===== src/rtl/fetch_queue_pkg.sv =====
// Shared types and constants for the instruction fetch queue.
package fetch_queue_pkg;

    // Fetch request FSM: at most one memory request is ever in flight.
    typedef enum logic [1:0] {
        IDLE  = 2'd0,
        WAIT  = 2'd1,
        DRAIN = 2'd2
    } fq_state_t;

    // One queue entry: the fetched word and the address of the next sequential instruction.
    typedef struct packed {
        logic [31:0] inst;
        logic [31:0] pc4;
    } fq_entry_t;

    localparam int          ENTRY_W = $bits(fq_entry_t);
    localparam logic [31:0] PC_STEP = 32'd4;

endpackage


===== src/rtl/fetch_queue_ram.sv =====
// Entry storage for the fetch queue: DEPTH x 64-bit, one write port,
// one asynchronous read port.
module fq_ram
    import fetch_queue_pkg::*;
#(
    parameter int DEPTH = 4
) (
    input  logic                     clk,
    input  logic                     we,
    input  logic [$clog2(DEPTH)-1:0] waddr,
    input  logic [ENTRY_W-1:0]       wdata,
    input  logic [$clog2(DEPTH)-1:0] raddr,
    output logic [ENTRY_W-1:0]       rdata
);

    logic [ENTRY_W-1:0] mem [DEPTH];

    // Write the enqueued entry at the tail slot.
    // NOTE: the array has no reset; the queue's occupancy count decides which slots are meaningful.
    always_ff @(posedge clk) begin
        if (we) begin
            // NOTE: state is updated with non-blocking assignments so every register samples pre-edge values.
            mem[waddr] <= wdata;
        end
    end

    // Head entry is visible without a clock edge.
    assign rdata = mem[raddr];

endmodule


===== src/rtl/fetch_queue.sv =====
// Instruction fetch queue: issues sequential word fetches (one outstanding),
// buffers returned words with their pc+4, and offers them to the IF/ID register.
// A redirect flushes the queue and restarts fetching at redirect_pc; a response
// already in flight at that moment is discarded in the DRAIN state.
// Optional feature macro: FETCH_QUEUE_BYPASS_EN -- a response arriving while the
// queue is empty is presented on deq_* in the same cycle.
module fetch_queue
    import fetch_queue_pkg::*;
#(
    parameter int          DEPTH    = 4,
    parameter logic [31:0] RESET_PC = 32'h0000_0000
) (
    input  logic        clk,
    input  logic        rst,
    input  logic        redirect,
    input  logic [31:0] redirect_pc,
    output logic        imem_req_valid,
    input  logic        imem_req_ready,
    output logic [31:0] imem_addr,
    input  logic        imem_rsp_valid,
    input  logic [31:0] imem_rsp_data,
    output logic        deq_valid,
    input  logic        deq_ready,
    output logic [31:0] deq_inst,
    output logic [31:0] deq_pc4
);

    localparam int            AW  = $clog2(DEPTH);
    localparam logic [AW:0]   CAP = (AW+1)'(DEPTH);

    fq_state_t   state;
    logic [31:0] fetch_pc;
    logic [AW-1:0] head;
    logic [AW-1:0] tail;
    logic [AW:0]   count;
    logic        seen_enq;

    logic        rsp_take;
    logic        bypass;
    logic        enq;
    logic        pop;
    logic        deq_fire;
    logic        req_fire;
    fq_entry_t   rd_entry;
    fq_entry_t   wr_entry;
    logic [ENTRY_W-1:0] rd_bits;

    // While in WAIT, fetch_pc already holds request address + 4, so it doubles as the entry's pc4.
    assign wr_entry  = '{inst: imem_rsp_data, pc4: fetch_pc};
    assign rd_entry  = fq_entry_t'(rd_bits);
    assign imem_addr = fetch_pc;

    // Handshake decode and output selection.
    always_comb begin
        // NOTE: every output of this block gets a default first, so no path can infer a latch.
        deq_inst = 32'h0;
        deq_pc4  = 32'h0;

        // Reset is folded in so the request drops the instant rst goes low.
        imem_req_valid = rst && (state == IDLE) && (count < CAP) && !redirect;
        req_fire       = imem_req_valid && imem_req_ready;

        rsp_take = (state == WAIT) && imem_rsp_valid && !redirect;
`ifdef FETCH_QUEUE_BYPASS_EN
        bypass   = rsp_take && (count == '0);
`else
        bypass   = 1'b0;
`endif
        deq_valid = ((count != '0) || bypass) && !redirect;
        deq_fire  = deq_valid && deq_ready;

        // A bypassed word consumed immediately never touches the storage.
        enq = rsp_take && !(bypass && deq_ready);
        pop = deq_fire && !bypass;

        if (bypass) begin
            deq_inst = imem_rsp_data;
            deq_pc4  = fetch_pc;
        end else if (seen_enq) begin
            deq_inst = rd_entry.inst;
            deq_pc4  = rd_entry.pc4;
        end
    end

    // Request FSM: IDLE issues, WAIT holds for the response, DRAIN swallows a stale response.
    always_ff @(posedge clk or negedge rst) begin
        if (!rst) begin
            state <= IDLE;
        end else begin
            case (state)
                IDLE:    if (req_fire) state <= WAIT;
                WAIT:    if (imem_rsp_valid) state <= IDLE;
                         else if (redirect) state <= DRAIN;
                DRAIN:   if (imem_rsp_valid) state <= IDLE;
                default: state <= IDLE;
            endcase
        end
    end

    // Fetch address, queue pointers and occupancy; redirect overrides enqueue and dequeue.
    always_ff @(posedge clk or negedge rst) begin
        if (!rst) begin
            fetch_pc <= RESET_PC;
            head     <= '0;
            tail     <= '0;
            count    <= '0;
            seen_enq <= 1'b0;
        end else if (redirect) begin
            fetch_pc <= redirect_pc;
            head     <= tail;
            count    <= '0;
        end else begin
            if (req_fire) fetch_pc <= fetch_pc + PC_STEP;
            if (enq) begin
                tail     <= tail + 1'b1;
                seen_enq <= 1'b1;
            end
            if (pop) head <= head + 1'b1;
            count <= count + {{AW{1'b0}}, enq} - {{AW{1'b0}}, pop};
        end
    end

    fq_ram #(
        .DEPTH (DEPTH)
    ) u_ram (
        .clk   (clk),
        .we    (enq),
        .waddr (tail),
        .wdata (wr_entry),
        .raddr (head),
        .rdata (rd_bits)
    );

endmodule


===== config.mk =====
export PLATFORM = sky130hd
export DESIGN_NAME = fetch_queue
export DESIGN_NICKNAME = d
export VERILOG_FILES = /design/src/rtl/fetch_queue_pkg.sv /design/src/rtl/fetch_queue_ram.sv /design/src/rtl/fetch_queue.sv
export SDC_FILE = /design/constraint.sdc
export NUM_CORES = 1
export LEC_CHECK = 0
export CAP_MARGIN = 40
export CORE_MARGIN = 5
export CORE_UTILIZATION = 35
export CTS_BUF_LIST = sky130_fd_sc_hd__clkbuf_8
export DETAILED_ROUTE_END_ITERATION = 6
export SKIP_CTS_REPAIR_TIMING = 1
export SLEW_MARGIN = 10
export SYNTH_ARGS = -nofsm -noshare
export SYNTH_HDL_FRONTEND = slang
export SYNTH_SLANG_ARGS = --single-unit
export TNS_END_PERCENT = 1

===== constraint.sdc =====
create_clock -name clk -period 3.8 [get_ports clk]
set_input_delay 0.95 -clock clk [delete_from_list [all_inputs] [get_ports clk]]
set_output_delay 0.95 -clock clk [all_outputs]
set_load 0.02 [all_outputs]

==> summary.txt <==
Timing
  – Tightest Pin Transition: 934 ps
  – Slew margin rel.: 0.373
  – Max Clock Freq: 280 MHz
  – RSZ-0062 raised after global routing: false
  – Slew Viols, Final: 0
  – Final critical-path required period: 3570 ps
  – Final hold violation count: 0
  – Final period util: 0.940
  – # setup viols final: 0
  – Clock Skews: 16.2 ps

Critical path
  – R2R Setup Slk: 1160 ps
  – FF-to-FF End: imem_addr[26]$_DFFE_PN0P_
  – Critical path class: reg -> out
  – Crit Path Max Fanout: 30
  – Worst r2r path cells: 6
  – Arrival @ worst endpoint: 2620 ps
  – Crit path capture type: primary output
  – Critical path startpoint category: flop
  – Reg2Reg Launch Point: imem_addr[3]$_DFFE_PN0P_
  – CP Data Required Time: 2850 ps

Final layout
  – Finished Cell Area: 0.0155 mm²
  – Post-layout nets: 977
  – Layout cells sized above 1: 0.186
  – Layout area overhead: 27.8%
  – Fill cells: 3030

Routing
  – Drt pass-1 iters: 4
  – Via count: 6928
  – DRC violations left: 0
  – Final ANT Viol Nets: 0
  – Final WL: 29100 µm
  – DRT iter0 DRCs: 311
  – DR WL/cell: 20.9 µm
  – DR vias/cell: 4.98

Die
  – Starting Density: 0.353
  – Row count: 68
  – I/O pin count: 168
  – Core Area: 0.0345 mm²
  – Die Y: 196 µm
  – Die ar.: 0.0386 mm²
  – Die W: 196 µm

Synthesis
  – Cells after Synth: 688
  – Synth Net Count: 766
  – Ys async rst share: 0.141
  – Share of the synthesized area in the top cell type: 0.632
  – Top-count cell post-synth: edfxtp_1
  – Primary FF master, synth: edfxtp_1
  – Syn_area_per_cell: 17.7 µm²
  – Seq/Total Area, Yosys: 0.719
  – Synth warnings: 0
  – Top cells by area, synth: edfxtp_1 (63%), mux4_2 (12%), dfrtp_1 (8.6%)
  – Yosys reg bits: 298
  – Synth unique cells: 55
  – Post-synth top cells: edfxtp_1 (256), and2_1 (70), mux4_2 (64)
  – Leading area contributor after synthesis: edfxtp_1
  – Cell area after synthesis: 0.0122 mm²
  – Number of synthesized flops with an enable pin: 256

Clocking
  – H-Tree Depth: 2
  – CTS buffer count: 50
  – Root Buffer: clkbuf_8
  – Sink Count: 298
  – Worst skew pair latency: 560 ps
  – CTS tree: built
  – Clock Tree Buf Depth: 3
  – Worst-path clk slew: 60 ps

Placed design
  – Port Buf Inserts: 167
  – Routability cong.: 0.747
  – DP HPWL: 18600 µm
  – Post-Place Cell Area: 0.0146 mm²

Power
  – Pwr dens: 630 mW/mm²
  – Leakage: 5.29 nW
  – Total power: 9.80 mW
  – VDD IR-drop max: 0.000275 V

Min path
  – Hold/Removal Path Class: in -> async

GRT
  – Initial antenna violation count: 0
  – Largest net degree at the start of global routing: 43
  – First-pass GRT wire length: 44400 µm
  – Vias in the first global route: 7316
  – Total GRT Usage: 0.149
  – Congestion Overflow GR: 0

Run status
  – Status: finished, final reports clean

Job
  – Max-Cap Viols: 0
worst max path at each step:
stage / startpoint / to / depth (start not counted)
after floorplan: redirect / u_ram.mem[2][0]$_DFFE_PP_ / 5
after global placement: head[0]$_DFFE_PN0P_ / deq_inst[29] / 4
after detailed placement: head[0]$_DFFE_PN0P_ / deq_inst[29] / 4
after CTS: head[0]$_DFFE_PN0P_ / deq_inst[29] / 4
after global routing: head[1]$_DFFE_PN0P_ / deq_inst[29] / 4
final: head[1]$_DFFE_PN0P_ / deq_inst[29] / 4
through the flow:
stage	util	TNS, ps	setup WS [ps]	std cells	hold slack [ps]
6_report	0.451	0	229	1390	197
2_1_floorplan	-	0	182	688	507
4_1_cts	0.450	-555	-60.0	1385	150
3_3_place_gp	0.422	0	571	1297	499
3_5_place_dp	0.423	0	553	1298	514
5_1_grt	0.451	0	84.3	1389	149
power breakdown:
part / leakage [nW] / internal (mW) / switching (mW)
Sequential: 2.82 / 3.72 / 0.270
Clock: 0.552 / 1.46 / 1.20
Combinational: 1.92 / 1.66 / 1.49
layout by cell type, fill, tap and decap left out, types with 11 or more instances in the layout:
cell	count
and2_1	66
buf_4	19
clkbuf_8	52
clkdlybuf4s50_1	165
dfrtp_1	39
edfxtp_1	256
inv_1	32
mux4_2	64
nand2_1	42
nand3_1	14
nand4_1	12
nor2_1	16
o211ai_1	11
o21ai_0	23
sequential cells by signal, indices dropped and copies added, names as in the netlist:
| name | flops |
|---|---|
| count | 3 |
| head | 2 |
| seen_enq | 1 |
| tail | 2 |
| state | 2 |
| u_ram.mem | 256 |
| imem_addr | 32 |
layer usage:
metal,track usage,part of all wire,up-vias
met1,0.211,0.46,3519
met5,0,0,-
met4,0.0365,0.014,0
li1,-,-,3164
met2,0.235,0.46,215
met3,0.0359,0.062,30
cell type report:
type,count,area [µm²],share of cell area
antenna,1,2.50,0.000161
clock buffer,52,716,0.0461
clock inverter,35,216,0.0139
inverter,11,41.3,0.00266
multi-input combinational,341,3230,0.208
sequential,298,8750,0.563
tap,455,569,0.0366
timing repair buffer,197,2020,0.130
cells by family after synthesis:
group / Yosys count / synth area share
AOI/OAI and AO/OA: 72 / 0.0411
DFF: 298 / 0.719
adders and majority gates: 8 / 0.00885
xor gates and xnor gates: 6 / 0.00432
muxes: 68 / 0.122
buffers and inverters: 49 / 0.0163
and+or+nand+nor: 187 / 0.0885
critical path: stages (launching register included):
cell and delay [ps]:
dfrtp_4 750, buf_12 270, mux4_2 340, and2_1 180
clkdlybuf4s50_1 530
Note: power is estimated with default switching activity, not from simulation.
